--- config.mk ---
export PLATFORM = sky130hd
export DESIGN_NAME = exu_wb_arb_flat
export DESIGN_NICKNAME = d
export VERILOG_FILES = /design/src/rtl/exu_wb_arb_pkg.sv /design/src/rtl/exu_wb_arb_if.sv /design/src/rtl/exu_wb_arb_wb_fifo.sv /design/src/rtl/exu_wb_arb.sv /design/src/flat_wrapper.sv
export SDC_FILE = /design/constraint.sdc
export NUM_CORES = 1
export LEC_CHECK = 0
export CORE_MARGIN = 5
export CORE_UTILIZATION = 27
export DETAILED_ROUTE_END_ITERATION = 12
export DONT_BUFFER_PORTS = 1
export PLACE_DENSITY = 0.43
export SLEW_MARGIN = 25
export SYNTH_ARGS = -nofsm -noshare
export SYNTH_HDL_FRONTEND = slang
export SYNTH_SLANG_ARGS = --single-unit
--- constraint.sdc ---
create_clock -name clk_i -period 6.3 [get_ports clk_i]
set_input_delay 0.945 -clock clk_i [delete_from_list [all_inputs] [get_ports clk_i]]
set_output_delay 0.945 -clock clk_i [all_outputs]
set_load 0.005 [all_outputs]
--- src/rtl/exu_wb_arb_pkg.sv ---
// Shared types and constants for the execute-to-register-file writeback arbiter.
package exu_wb_arb_pkg;

  localparam int unsigned XLEN                = 32;
  localparam int unsigned REG_FILE_ADDR_WIDTH = 5;

  localparam logic WB_SRC_ALU = 1'b0;
  localparam logic WB_SRC_SEC = 1'b1;

  typedef struct packed {
    logic [XLEN-1:0]                data;
    logic [REG_FILE_ADDR_WIDTH-1:0] rd;
    logic [XLEN-1:0]                tag;
    logic                           live;
  } wb_entry_t;

endpackage

--- src/rtl/exu_wb_arb_if.sv ---
// Writeback bus: ALU and secondary result streams in, register-file write port out.
interface exu_wb_arb_if
  import exu_wb_arb_pkg::*;
#(
  parameter int unsigned Depth = 4
);

  logic [XLEN-1:0]                alu_wb_data;
  logic [REG_FILE_ADDR_WIDTH-1:0] alu_wb_rd_addr;
  logic                           alu_wb_rd_wr_en;
  logic [XLEN-1:0]                alu_instr_tag;

  logic                           sec_valid;
  logic                           sec_ready;
  logic [XLEN-1:0]                sec_data;
  logic [REG_FILE_ADDR_WIDTH-1:0] sec_rd_addr;
  logic [XLEN-1:0]                sec_instr_tag;

  logic                           rf_wr_en;
  logic [REG_FILE_ADDR_WIDTH-1:0] rf_wr_addr;
  logic [XLEN-1:0]                rf_wr_data;
  logic [XLEN-1:0]                wb_instr_tag;
  logic                           wb_src;
  logic [$clog2(Depth):0]         q_count;

  modport master (
    output alu_wb_data, alu_wb_rd_addr, alu_wb_rd_wr_en, alu_instr_tag,
    output sec_valid, sec_data, sec_rd_addr, sec_instr_tag,
    input  sec_ready,
    input  rf_wr_en, rf_wr_addr, rf_wr_data, wb_instr_tag, wb_src, q_count
  );

  modport slave (
    input  alu_wb_data, alu_wb_rd_addr, alu_wb_rd_wr_en, alu_instr_tag,
    input  sec_valid, sec_data, sec_rd_addr, sec_instr_tag,
    output sec_ready,
    output rf_wr_en, rf_wr_addr, rf_wr_data, wb_instr_tag, wb_src, q_count
  );

endinterface

--- src/rtl/exu_wb_arb_wb_fifo.sv ---
// In-order circular buffer of pending secondary writebacks with per-entry WAW kill.
module wb_fifo
  import exu_wb_arb_pkg::*;
#(
  parameter int unsigned Depth = 4,
  localparam int unsigned PtrW = $clog2(Depth),
  localparam int unsigned CntW = PtrW + 1
) (
  input  logic                           clk_i,
  input  logic                           rst_i,
  input  logic                           push_i,
  input  wb_entry_t                      push_entry_i,
  input  logic                           pop_i,
  input  logic                           kill_en_i,
  input  logic [REG_FILE_ADDR_WIDTH-1:0] kill_rd_i,
  output wb_entry_t                      head_o,
  output logic                           empty_o,
  output logic [CntW-1:0]                count_o
);

  logic [XLEN-1:0]                data_q [Depth];
  logic [REG_FILE_ADDR_WIDTH-1:0] rd_q   [Depth];
  logic [XLEN-1:0]                tag_q  [Depth];
  logic [Depth-1:0]               live_q, live_d, kill_match;
  logic [PtrW-1:0]                wr_ptr_q, rd_ptr_q;
  logic [CntW-1:0]                count_q;

  always_comb begin
    kill_match = '0;
    for (int i = 0; i < Depth; i++) begin
      kill_match[i] = kill_en_i && (rd_q[i] == kill_rd_i);
    end
  end

  // Kill applies to entries already stored; the pushed entry carries its own live bit.
  always_comb begin
    live_d = live_q & ~kill_match;
    if (push_i) begin
      live_d[wr_ptr_q] = push_entry_i.live;
    end
  end

  always_ff @(posedge clk_i) begin
    if (push_i) begin
      data_q[wr_ptr_q] <= push_entry_i.data;
      rd_q[wr_ptr_q]   <= push_entry_i.rd;
      tag_q[wr_ptr_q]  <= push_entry_i.tag;
    end
  end

  always_ff @(posedge clk_i or posedge rst_i) begin
    if (rst_i) begin
      live_q   <= '0;
      wr_ptr_q <= '0;
      rd_ptr_q <= '0;
      count_q  <= '0;
    end else begin
      live_q  <= live_d;
      count_q <= count_q + CntW'(push_i) - CntW'(pop_i);
      if (push_i) begin
        wr_ptr_q <= wr_ptr_q + 1'b1;
      end
      if (pop_i) begin
        rd_ptr_q <= rd_ptr_q + 1'b1;
      end
    end
  end

  always_comb begin
    head_o.data = data_q[rd_ptr_q];
    head_o.rd   = rd_q[rd_ptr_q];
    head_o.tag  = tag_q[rd_ptr_q];
    head_o.live = live_q[rd_ptr_q];
  end

  assign empty_o = (count_q == '0);
  assign count_o = count_q;

endmodule

--- src/rtl/exu_wb_arb.sv ---
// Writeback arbiter: ALU always wins; secondary results bypass when idle or queue behind it.
module exu_wb_arb
  import exu_wb_arb_pkg::*;
#(
  parameter int unsigned Depth = 4,
  localparam int unsigned CntW = $clog2(Depth) + 1
) (
  input logic         clk_i,
  input logic         rst_i,
  exu_wb_arb_if.slave bus
);

  wb_entry_t                      head, push_entry;
  logic                           fifo_empty, push, pop, sec_acc, sec_ready;
  logic [CntW-1:0]                count;

  logic                           rf_wr_en_d, rf_wr_en_q;
  logic [REG_FILE_ADDR_WIDTH-1:0] rf_wr_addr_d, rf_wr_addr_q;
  logic [XLEN-1:0]                rf_wr_data_d, rf_wr_data_q;
  logic [XLEN-1:0]                wb_tag_d, wb_tag_q;
  logic                           wb_src_d, wb_src_q;

  // Full-based only, so a pop at full does not open the door in the same cycle.
  assign sec_ready = (count != CntW'(Depth));
  assign sec_acc   = bus.sec_valid & sec_ready;

  always_comb begin
    push_entry.data = bus.sec_data;
    push_entry.rd   = bus.sec_rd_addr;
    push_entry.tag  = bus.sec_instr_tag;
    push_entry.live = !(bus.alu_wb_rd_wr_en && (bus.sec_rd_addr == bus.alu_wb_rd_addr));
  end

  always_comb begin
    push         = sec_acc & (~fifo_empty | bus.alu_wb_rd_wr_en);
    pop          = 1'b0;
    rf_wr_en_d   = 1'b0;
    rf_wr_addr_d = rf_wr_addr_q;
    rf_wr_data_d = rf_wr_data_q;
    wb_tag_d     = wb_tag_q;
    wb_src_d     = wb_src_q;
    if (bus.alu_wb_rd_wr_en) begin
      rf_wr_en_d   = 1'b1;
      rf_wr_addr_d = bus.alu_wb_rd_addr;
      rf_wr_data_d = bus.alu_wb_data;
      wb_tag_d     = bus.alu_instr_tag;
      wb_src_d     = WB_SRC_ALU;
    end else if (!fifo_empty) begin
      pop        = 1'b1;
      rf_wr_en_d = head.live;
      if (head.live) begin
        rf_wr_addr_d = head.rd;
        rf_wr_data_d = head.data;
        wb_tag_d     = head.tag;
        wb_src_d     = WB_SRC_SEC;
      end
    end else if (sec_acc) begin
      rf_wr_en_d   = 1'b1;
      rf_wr_addr_d = bus.sec_rd_addr;
      rf_wr_data_d = bus.sec_data;
      wb_tag_d     = bus.sec_instr_tag;
      wb_src_d     = WB_SRC_SEC;
    end
  end

  wb_fifo #(
    .Depth (Depth)
  ) u_wb_fifo (
    .clk_i        (clk_i),
    .rst_i        (rst_i),
    .push_i       (push),
    .push_entry_i (push_entry),
    .pop_i        (pop),
    .kill_en_i    (bus.alu_wb_rd_wr_en),
    .kill_rd_i    (bus.alu_wb_rd_addr),
    .head_o       (head),
    .empty_o      (fifo_empty),
    .count_o      (count)
  );

  always_ff @(posedge clk_i or posedge rst_i) begin
    if (rst_i) begin
      rf_wr_en_q   <= 1'b0;
      rf_wr_addr_q <= '0;
      rf_wr_data_q <= '0;
      wb_tag_q     <= '0;
      wb_src_q     <= WB_SRC_ALU;
    end else begin
      rf_wr_en_q   <= rf_wr_en_d;
      rf_wr_addr_q <= rf_wr_addr_d;
      rf_wr_data_q <= rf_wr_data_d;
      wb_tag_q     <= wb_tag_d;
      wb_src_q     <= wb_src_d;
    end
  end

  assign bus.sec_ready    = sec_ready;
  assign bus.rf_wr_en     = rf_wr_en_q;
  assign bus.rf_wr_addr   = rf_wr_addr_q;
  assign bus.rf_wr_data   = rf_wr_data_q;
  assign bus.wb_instr_tag = wb_tag_q;
  assign bus.wb_src       = wb_src_q;
  assign bus.q_count      = count;

endmodule

--- src/flat_wrapper.sv ---
// flat-port wrapper written by rule: the top's interface ports become plain ports
module exu_wb_arb_flat import exu_wb_arb_pkg::*;
#(
  parameter int unsigned Depth = 4,
  localparam int unsigned CntW = $clog2(Depth) + 1
)
  (clk_i, rst_i, bus_alu_wb_data, bus_alu_wb_rd_addr, bus_alu_wb_rd_wr_en, bus_alu_instr_tag, bus_sec_valid, bus_sec_data, bus_sec_rd_addr, bus_sec_instr_tag, bus_sec_ready, bus_rf_wr_en, bus_rf_wr_addr, bus_rf_wr_data, bus_wb_instr_tag, bus_wb_src, bus_q_count);
  exu_wb_arb_if #(.Depth(Depth)) bus_i ();
  input logic clk_i;
  input logic rst_i;
  input wire logic [$bits(bus_i.alu_wb_data)-1:0] bus_alu_wb_data;
  input wire logic [$bits(bus_i.alu_wb_rd_addr)-1:0] bus_alu_wb_rd_addr;
  input wire logic [$bits(bus_i.alu_wb_rd_wr_en)-1:0] bus_alu_wb_rd_wr_en;
  input wire logic [$bits(bus_i.alu_instr_tag)-1:0] bus_alu_instr_tag;
  input wire logic [$bits(bus_i.sec_valid)-1:0] bus_sec_valid;
  input wire logic [$bits(bus_i.sec_data)-1:0] bus_sec_data;
  input wire logic [$bits(bus_i.sec_rd_addr)-1:0] bus_sec_rd_addr;
  input wire logic [$bits(bus_i.sec_instr_tag)-1:0] bus_sec_instr_tag;
  output wire logic [$bits(bus_i.sec_ready)-1:0] bus_sec_ready;
  output wire logic [$bits(bus_i.rf_wr_en)-1:0] bus_rf_wr_en;
  output wire logic [$bits(bus_i.rf_wr_addr)-1:0] bus_rf_wr_addr;
  output wire logic [$bits(bus_i.rf_wr_data)-1:0] bus_rf_wr_data;
  output wire logic [$bits(bus_i.wb_instr_tag)-1:0] bus_wb_instr_tag;
  output wire logic [$bits(bus_i.wb_src)-1:0] bus_wb_src;
  output wire logic [$bits(bus_i.q_count)-1:0] bus_q_count;
  assign bus_i.alu_wb_data = bus_alu_wb_data;
  assign bus_i.alu_wb_rd_addr = bus_alu_wb_rd_addr;
  assign bus_i.alu_wb_rd_wr_en = bus_alu_wb_rd_wr_en;
  assign bus_i.alu_instr_tag = bus_alu_instr_tag;
  assign bus_i.sec_valid = bus_sec_valid;
  assign bus_i.sec_data = bus_sec_data;
  assign bus_i.sec_rd_addr = bus_sec_rd_addr;
  assign bus_i.sec_instr_tag = bus_sec_instr_tag;
  assign bus_sec_ready = bus_i.sec_ready;
  assign bus_rf_wr_en = bus_i.rf_wr_en;
  assign bus_rf_wr_addr = bus_i.rf_wr_addr;
  assign bus_rf_wr_data = bus_i.rf_wr_data;
  assign bus_wb_instr_tag = bus_i.wb_instr_tag;
  assign bus_wb_src = bus_i.wb_src;
  assign bus_q_count = bus_i.q_count;
  exu_wb_arb #(.Depth(Depth)) u_core (.clk_i(clk_i), .rst_i(rst_i), .bus(bus_i));
endmodule
==> results.py <==
metrics = {
    "outcome": {
        "status": "completed",
    },
    "setup_path": {
        "start_kind": "flop",
        "cp-end-kind": "flop",
        "rr_worst_depth": 5,
        "worstPathRequired_ps": 6700,
        "cp_cell_sequence": "buf_4 > buf_4 > mux4_2 > a222oi_1 > mux2i_1",
        "path_class": "reg -> reg",
        "reg2reg_from": "u_core.u_wb_fifo.rd_ptr_q[0]$_DFFE_PP0P_",
        "cp_slowest_stage_delay_ps": 700,
        "cp_slowest_cell": "dfrtp_4",
        "crit_path_frequent_cell": "buf_4",
        "timing.rr.end": "u_core.bus.rf_wr_data[28]$_DFFE_PP0P_",
        "crit_fanout": 34,
        "regToRegSetupSlack_ps": 3140,
        "critPathArrivalTime_ps": 3560,
        "crit_end": "u_core.bus.rf_wr_data[28]$_DFFE_PP0P_",
        "startpoint": "u_core.u_wb_fifo.rd_ptr_q[0]$_DFFE_PP0P_",
    },
    "timing": {
        "slew_viol_final": 0,
        "skew_ps": 10.5,
        "post-route-min-period_ps": 3160,
        "post-route-period-util_pct": 50.2,
        "timing.slew.headroom_pct": 28.0,
        "fmax_mhz": 316,
        "tns_ps": 0,
        "tightestPinTransition_ps": 1080,
        "setup_viol_count_final": 0,
        "rsz0062_at_grt": "no",
        "hold_viol": 0,
        "timing.final.ws_setup_ps": 3140,
    },
    "global_routing": {
        "grt_start_max_net_pins": 80,
        "grt_pass1_vias": 7914,
        "antenna_found_initial": 0,
        "grt_pass1_wl_mm": 55.5,
        "grt_overflow_total": 0,
        "track_usage_pct": 12.9,
    },
    "floorplan": {
        "die_w_um": 241,
        "design.die.area_um2": 58200,
        "die_h_um": 241,
        "pin_count": 217,
        "core_area_um2": 52800,
        "initial_utilization_pct": 27.3,
        "rows": 84,
    },
    "yosys": {
        "synth-compound-area-share_pct": 5.00,
        "yosys.area.top_type_share_pct": 57.4,
        "syn_area_um2": 14400,
        "ys_seq_area_share_pct": 71.7,
        "synthMostInstantiatedCell": "edfxtp_1",
        "synth_fa_ha_area_share_pct": 0.572,
        "yosysTopAreaCell": "edfxtp_1",
        "ys_warn_count": 0,
        "synth_top_family_by_area": "multiplexers",
        "synth_area_per_cell_um2": 18.8,
        "synth_edf_count": 276,
        "synth_commonest_cells": "edfxtp_1 (276), dfrtp_1 (82), inv_1 (74), mux2i_1 (74), mux4_2 (70)",
        "async_reset_ff_share_pct": 22.9,
        "synth.area.mux_share_pct": 16.1,
        "synth_nets": 914,
        "syn_inst": 766,
        "ys_seq_elements": 358,
        "synth_xor_area_share_pct": 1.82,
        "synth_area_leaders": "edfxtp_1 (57%), dfrtp_1 (14%), mux4_2 (11%), mux2i_1 (5.1%), a222oi_1 (4.8%)",
        "synth_cell_type_count": 28,
        "yosys.area_share.simple_pct": 1.07,
        "synth-main-ff-cell": "edfxtp_1",
    },
    "route": {
        "drtPass1Iterations": 9,
        "antenna_left": 0,
        "drt_iter0_markers": 702,
        "via_per_inst": 4.83,
        "drt-total-wl_mm": 37.9,
        "vias": 7211,
        "drc": 0,
        "post_drt_wl_per_cell_um": 25.4,
    },
    "clocking": {
        "cts_buffers": 43,
        "cts_root_buffer": "clkbuf_16",
        "ctsResizeCount": 0,
        "cts.sinks": 358,
        "clk_pin_slew_ps": 60,
        "cts_tree": "done",
        "clock_latency_ps": 550,
        "htreeDepth": 2,
        "cts_hold_buf": 0,
        "postCtsSetupBuffers": 0,
        "clock_path_buffers": 3,
    },
    "min_path": {
        "hold_class": "in -> async",
    },
    "final_layout": {
        "fin_util_pct": 31.5,
        "drive_above_1_share_pct": 19.5,
        "syn2layout_area_growth_pct": 15.1,
        "finish.net_count": 919,
        "fill_cells": 5134,
        "multi_input_area_um2": 3570,
        "antenna_cells": 0,
        "fin_cells": 1493,
        "regArea_um2": 10300,
    },
    "power": {
        "combPwrFrac_pct": 24.4,
        "p_sw_w": 0.00242,
        "peakVddDrop_mv": 0.205,
        "p_per_area_nw_per_um2": 485,
        "power.share.sequential_pct": 45.1,
        "power.leakage_nw": 6.05,
        "p_sw_share_pct": 30.0,
        "intPower_w": 0.00563,
        "clockPowerShare_pct": 30.6,
    },
    "placement": {
        "dp.cells": 1413,
        "hpwl_mm": 22.3,
        "portBuffers": 0,
        "gp_congestion": 0.672,
        "post-place-ws_ps": 2870,
    },
    "run": {
        "cap_violations": 0,
    },
}
[cells in the final DEF (no fill, tap or decap), types with 2 or more instances in the layout]
| cell type | instances |
|---|---|
| clkinv_1 | 7 |
| ha_1 | 5 |
| mux4_2 | 70 |
| xor2_1 | 6 |
| clkbuf_16 | 45 |
| bufinv_16 | 4 |
| dfrtp_4 | 2 |
| nor3_1 | 2 |
| mux2i_1 | 74 |
| o21ai_0 | 4 |
| clkinvlp_4 | 2 |
| and2_4 | 4 |
| clkbuf_8 | 2 |
| buf_16 | 2 |
| buf_4 | 10 |
| clkbuf_1 | 8 |
| nand4_1 | 4 |
| a222oi_1 | 69 |
| edfxtp_1 | 276 |
| nand2_1 | 9 |
| inv_1 | 73 |
| clkinv_2 | 10 |
| dfrtp_1 | 80 |
| xnor2_1 | 24 |
[sequential cells by signal, indices dropped and copies added, names as in the netlist]
signal	cells
u_core.u_wb_fifo.data_q	128
u_core.u_wb_fifo.tag_q	128
u_core.bus.rf_wr_data	32
u_core.bus.wb_instr_tag	32
u_core.u_wb_fifo.rd_q	20
u_core.bus.rf_wr_addr	5
u_core.u_wb_fifo.live_q	4
u_core.u_wb_fifo.count_o	3
u_core.u_wb_fifo.rd_ptr_q	2
u_core.u_wb_fifo.wr_ptr_q	2
u_core.bus.rf_wr_en	1
u_core.bus.wb_src	1
[per-layer routing]
layer	wire length (um)	up-vias	part of all wire, %	GRT usage [%]
met2	18500	234	49	21.1
met5	0	-	0	0
met4	838	0	2.2	3.92
li1	-	3106	-	-
met1	15600	3819	41	16.8
met3	2930	52	7.7	3.85
[final cells by class]
type	instances	area share, %
clock buffer	55	7.13
clock inverter	24	1.33
tap	688	5.18
sequential	358	62.3
multi-input combinational	281	21.5
timing repair buffer	13	0.904
inverter	74	1.69
[worst max-delay path, delay by kind of cell (launching register included)]
kind | cells | cell delay, ps
multiplexers | 2 | 750
AO/OA/AOI/OAI | 1 | 330
buffers and inverters | 2 | 1120
flip-flops | 1 | 700
[power groups by stage]
stage	Clock, W	Sequential [W]	Combinational [W]
4_1_cts	0.00256	0.00366	0.00203
5_1_grt	0.00266	0.00372	0.00217
3_3_place_gp	0	0.00370	0.00199
3_5_place_dp	0	0.00370	0.00202
2_1_floorplan	0	0.00349	0.00159
6_report	0.00246	0.00363	0.00196
[cell families (layout without fill, tap and decap cells)]
group,count (synthesis),in the layout
flip-flops,358,358
multiplexers,144,144
buffers and inverters,127,166
AO/OA/AOI/OAI,75,75
XOR/XNOR,30,30
AND/OR/NAND/NOR,26,26
adder cells (fa/ha/maj),6,6
[how the worst min path moves through the flow]
stage | from | to | slack, ps | depth (start not counted)
finish | rst_i | u_core.bus.rf_wr_data[27]$_DFFE_PP0P_ | 310 | 1
global route | rst_i | u_core.bus.rf_wr_data[27]$_DFFE_PP0P_ | 330 | 1
CTS | rst_i | u_core.bus.rf_wr_data[27]$_DFFE_PP0P_ | 290 | 1
detailed placement | u_core.bus.rf_wr_data[26]$_DFFE_PP0P_ | u_core.bus.rf_wr_data[26]$_DFFE_PP0P_ | 540 | 2
global placement | u_core.bus.rf_wr_data[16]$_DFFE_PP0P_ | u_core.bus.rf_wr_data[16]$_DFFE_PP0P_ | 540 | 2
floorplan | u_core.u_wb_fifo.live_q[2]$_DFF_PP0_ | u_core.u_wb_fifo.live_q[2]$_DFF_PP0_ | 510 | 2
[stage by stage]
| stage | total power (W) | area (um^2) | hold WS, ps |
|---|---|---|---|
| 2_1_floorplan | 0.00508 | 14400 | 513 |
| 3_3_place_gp | 0.00569 | 15100 | 536 |
| 3_5_place_dp | 0.00572 | 15200 | 536 |
| 4_1_cts | 0.00825 | 16600 | 292 |
| 5_1_grt | 0.00854 | 16600 | 327 |
| 6_report | 0.00805 | 16600 | 311 |
No activity file was read; power rests on OpenSTA's default activity.
